### config.mk
export PLATFORM = sky130hd
export DESIGN_NAME = wb_pat_gen
export DESIGN_NICKNAME = d
export VERILOG_FILES = /design/src/rtl/wb_chk_pkg.sv /design/src/rtl/wb_pat_gen.sv
export SDC_FILE = /design/constraint.sdc
export NUM_CORES = 1
export LEC_CHECK = 0
export CAP_MARGIN = 5
export CELL_PAD_IN_SITES_DETAIL_PLACEMENT = 1
export CELL_PAD_IN_SITES_GLOBAL_PLACEMENT = 2
export CORE_MARGIN = 5
export CORE_UTILIZATION = 25
export DETAILED_ROUTE_END_ITERATION = 10
export PLACE_DENSITY_LB_ADDON = 0.1
export REMOVE_ABC_BUFFERS = 1
export SYNTH_ARGS = -nofsm -noshare
export SYNTH_HDL_FRONTEND = slang
export SYNTH_SLANG_ARGS = --single-unit
### constraint.sdc
create_clock -name clk -period 4.7 [get_ports clk]
set_input_delay 1.175 -clock clk [delete_from_list [all_inputs] [get_ports clk]]
set_output_delay 1.175 -clock clk [all_outputs]
set_load 0.01 [all_outputs]
### src/rtl/wb_chk_pkg.sv
// Shared definitions for the Wishbone burst checker.
//   state_t      : run FSM states
//   PAT_*        : pat_sel encodings
//   CTI_*        : Wishbone cycle type identifiers
//   lfsr_taps()  : right-shifting Galois LFSR feedback mask per data width
package wb_chk_pkg;

  typedef enum logic [2:0] {
    ST_IDLE,
    ST_WAIT_INIT,
    ST_WR,
    ST_GAP,
    ST_RD,
    ST_DONE
  } state_t;

  localparam logic [1:0] PAT_ADDR  = 2'd0;
  localparam logic [1:0] PAT_WALK  = 2'd1;
  localparam logic [1:0] PAT_LFSR  = 2'd2;
  localparam logic [1:0] PAT_CONST = 2'd3;

  localparam logic [2:0] CTI_CLASSIC = 3'b000;
  localparam logic [2:0] CTI_INCR    = 3'b010;
  localparam logic [2:0] CTI_EOB     = 3'b111;

  // Maximal-length masks for the common widths. Any other width falls back
  // to a top-bit-only mask: still a deterministic sequence, just not maximal.
  function automatic logic [63:0] lfsr_taps(input int w);
    case (w)
      8:       lfsr_taps = 64'h0000_0000_0000_00B8;
      16:      lfsr_taps = 64'h0000_0000_0000_B400;
      32:      lfsr_taps = 64'h0000_0000_B4BC_D35C;
      64:      lfsr_taps = 64'hD800_0000_0000_0000;
      default: lfsr_taps = (w <= 64) ? (64'h1 << (w - 1)) : 64'h0;
    endcase
  endfunction

endpackage

### src/rtl/wb_pat_gen.sv
// Per-beat data pattern generator.
//   clk/rst_n : clock, synchronous active-low reset
//   pat_sel   : pattern selection (PAT_*)
//   seed      : LFSR seed / constant value
//   beat      : current beat index within the phase
//   addr      : current beat byte address
//   restart   : reload the LFSR from seed (zero seed replaced by 1)
//   step      : advance the LFSR one step (once per accepted beat)
//   data      : pattern value for the current beat
module wb_pat_gen
  import wb_chk_pkg::*;
#(
  parameter int APP_AW = 26,
  parameter int dw     = 32,
  parameter int bl     = 9
) (
  input  logic              clk,
  input  logic              rst_n,
  input  logic [1:0]        pat_sel,
  input  logic [dw-1:0]     seed,
  input  logic [bl-1:0]     beat,
  input  logic [APP_AW-1:0] addr,
  input  logic              restart,
  input  logic              step,
  output logic [dw-1:0]     data
);

  localparam logic [dw-1:0] TAPS = dw'(lfsr_taps(dw));

  logic [dw-1:0] lfsr;
  logic [dw-1:0] seed_nz;
  logic [31:0]   walk_idx;

  // An all-zero state would lock the LFSR up, so a zero seed becomes 1.
  assign seed_nz  = (seed == '0) ? dw'(1) : seed;
  assign walk_idx = 32'(beat) % 32'(dw);

  always_ff @(posedge clk) begin
    if (!rst_n)       lfsr <= '0;
    else if (restart) lfsr <= seed_nz;
    else if (step)    lfsr <= (lfsr >> 1) ^ (lfsr[0] ? TAPS : '0);
  end

  always_comb begin
    data = '0;
    case (pat_sel)
      PAT_ADDR:  data = dw'(addr);
      PAT_WALK:  data = dw'(1) << walk_idx;
      PAT_LFSR:  data = lfsr;
      PAT_CONST: data = seed;
      default:   data = '0;
    endcase
  end

endmodule

# Yosys cells after proc, flatten, opt, wreduce, memory -nomap -nowiden
# Cells that the tools add are included.
# word_totals
word_cells,14
output_inout_bits,32
register_bits,32
# op_classes
mux,5
shift,1
n_reduce_logical,3
bitwise_logic,1
eq_ne,3
# op_table
cell,n
$mux 32,4
$pmux 32 s4,1
$logic_not 32->1,1
$shl 1x5->32 const A,1
$xor 31x32->32,1
$eq 2x2->1 const B,2
$eq 2x1->1 const B,1
$logic_not 2->1,1
$reduce_bool 2->1,1

# Longest topological paths before layout
# depth
ltp_word,4
depth_mapped,7

# Least setup slack after synthesis
# Ideal clock, no wire load.
# synth_path
kind,input port to output port
start,input pat_sel[1]
end,output data[29]
slack_ps,1500
required_ps,3525
n_path_buf,1
cell_stages,5
t_arrival_ps,2025
cell_sequence,buf_6 -> and3b_1 -> and3_4 -> a22oi_1 -> o22ai_1
# synth_between
elab_chain_len,2
# synth_rtl
element,line_no,source
"start, declared",wb_pat_gen.sv:19,"input logic [1:0] pat_sel,"
"$eq 2x2->1, or another cell as far along",wb_pat_gen.sv:46,case (pat_sel)
$pmux 32 s4 (*),wb_pat_gen.sv:46,
"end, declared",wb_pat_gen.sv:25,output logic [dw-1:0] data
# Every way passes the cells marked *; elsewhere a longest branch is shown, timed or not.

# Final worst setup path
# layout_path
start,input pat_sel[0]
end,output data[31]
# Same word-level chain as after synthesis.

==> metrics <==
Slew HR=a little over a quarter; vias=3014; worst setup path class=in2out; Regs by FF count=lfsr: 32 flops; max reg flops=32; Critical Path RT=3.52 ns; Clock Power Share=32.4%; htree depth=2; Sw Share=29.5%; type of the worst min-delay path=reg2reg; initial DRC count=around 140; crit path DAT=~3.3 ns; CP Capture Type=output pin; # setup viols final=0; Clock Skew=0.00552 ns; Horiz. Die Dim=115 um; Rows=38; Yosys Warn Count=0; Clock Sinks=32; Seq/Total Area, Yosys=between 20% and 30%; count of cell types in the netlist=33; placed cell areas=3750 um^2; CTS max path bufs=2; largest stage delay on the critical path=0.64 ns; Critical Path Start Type=primary input; Post-DRT Antenna Nets=0; CTS buffer count=5; CP most frequent cell=clkdlybuf4s50_1; GR Util All Layers=between 10% and 20%; CTS clock-pin slew for the worst setup and hold paths=0.07 ns; largest net degree at the start of global routing=65; die height=115 um; remaining global-route overflow=0; CP top delay family=buffers and inverters; Clock Latency Late Sink=0.28 ns; setup TNS=0 ns; Reg power frac=33.3%; Initial Util=around a quarter; Routed WL per cell=18.0 um; fillers=1349; Fin. Hold Viols=0; drt total wl=11.0 mm; Vias/cell=4.92; I/O Pins=about 110; Final period util=94.2%; switching power=about 0.00027 W; vias in the first global route=approximately 3200; Combinational Power Share=34.3%; critical path, cell by cell=clkdlybuf4s50_1 -> buf_4 -> mux2_2 -> a32o_1 -> clkdlybuf4s50_1; Reg with most FFs=lfsr; # port buffers=100; Leakage=approximately 1.5 nW; Pins Over Slew Limit=0; cts repair resizes=0; Area growth syn-to-layout=41.7%; first-pass GRT wire length=17.3 mm; Post-DP HPWL=8.03 mm; Mean Syn Cell Area=7.03 um^2; run status=complete, no violations; Placer Congestion=about 0.76; most frequent cells in the layout=98 x clkdlybuf4s50_1, 69 x nor2_1, 50 x nand2_1, 45 x a21oi_1, 32 x dfxtp_1; layout cell share with drive strength beyond 1=5.93%; core area=10800 um^2; Yosys reg bits=32; fin util=a little over a third; max_cap viols=0; Final #Nets=544; power per cell area=around 240 nW/um^2; Max Fclk=226 MHz; Diodes inserted=0; initial antenna violation count=0; P_int=around 0.00065 W; CP max FO=24; setup bufs post-CTS=0; cell count after synthesis=389; unrepaired setup endpoints after global routing=false; multi-input logic area=1860 um^2; post-route minimum period=4.43 ns; Hold-fix buffers, CTS=0; CTS tree=done; die area=13100 um^2; Register Area=641 um^2; DRC=0; drt first pass iters=4; Worst VDD drop=~0.11 mV; most common cell after layout, fill and taps aside=clkdlybuf4s50_1; Cell Area, Synth=2740 um^2; Worst Path Buf+Inv=3; CP max-delay cell=clkdlybuf4s50_1; Worst-Margin Slew=1.10 ns; Root Driver=clkbuf_8; final instance area=3880 um^2
area by class of cell:
cell class,instances,share of cell area (%)
clock buffer,7,2.48
sequential,32,16.5
inverter,4,0.387
clock inverter,1,0.774
tap,140,4.52
multi-input combinational,319,48.0
timing repair buffer,109,27.3
final timing paths:
kind	startpoint	end	slack, ns	depth (start not counted)
setup / recovery	pat_sel[0]	data[31]	0.27	5
hold / removal	lfsr[31]$_SDFFE_PN0P_	lfsr[31]$_SDFFE_PN0P_	0.68	3
setup reg to reg	lfsr[0]$_SDFFE_PN0P_	lfsr[14]$_SDFFE_PN0P_	3.36	5
hold reg to reg	lfsr[31]$_SDFFE_PN0P_	lfsr[31]$_SDFFE_PN0P_	0.68	3
cells in the mapped netlist (all sizes together):
library cell	count	area share [%]
and3	1	0.41
buf	28	7.1
dfxtp	32	23
nor3b	1	0.46
inv	4	0.55
nand2	50	6.9
and2	14	3.2
a211oi	17	4.7
or2	2	0.46
o22a	25	8.0
o21ai	18	3.3
nor2	69	9.5
a22o	1	0.32
nor2b	19	4.3
o22ai	1	0.23
mux2i	14	5.1
mux2	6	2.5
a32o	1	0.37
and3b	1	0.32
a21oi	45	8.2
nand3	1	0.18
and4	2	0.64
clkbuf	6	0.82
a22oi	1	0.27
nor4	8	1.8
o2bb2ai	1	0.32
xnor2	17	5.4
nand2b	4	1.2
worst min-delay path: stages, from the launching register on:
cell	delay, ns
dfxtp_1	0.36
mux2i_1	0.08
o21ai_1	0.10
and2_1	0.12
power groups by stage:
stage / clock network [W] / registers (W) / logic, W
finish: 0.000297 / 0.000305 / 0.000315
global route: 0.000318 / 0.000308 / 0.000344
CTS: 0.000305 / 0.000305 / 0.000319
detailed placement: 0 / 0.000312 / 0.000317
global placement: 0 / 0.000311 / 0.000316
floorplan: 0 / 0.000311 / 0.000133
through the flow:
stage / power [W] / std cells / hold WS [ns] / worst slack, ns
finish: 0.000917 / 612 / 0.678 / 0.272
global route: 0.000971 / 612 / 0.741 / 0.219
CTS: 0.000930 / 612 / 0.684 / 0.269
detailed placement: 0.000629 / 604 / 0.661 / 0.293
global placement: 0.000627 / 604 / 0.654 / 0.290
floorplan: 0.000443 / 355 / 0.611 / 1.57
metal layers:
metal	GRT usage (%)	wire length, um	vias up
met1	23.0	5400	1443
met3	2.85	518	4
met2	27.5	5030	63
li1	-	-	1504
met5	0	0	-
met4	3.25	49	0
cell families (layout without fill, tap and decap cells):
kind of cell           Yosys count  in the layout  share of synthesized area, %
AND/OR/NAND/NOR                172            172                          29.4
AO/OA/AOI/OAI                  110            110                          25.7
buffers and inverters           38            121                          8.50
flip-flops                      32             32                          23.4
multiplexers                    20             20                          7.59
XOR/XNOR                        17             17                          5.44
Note: power is estimated with default switching activity, not from simulation.
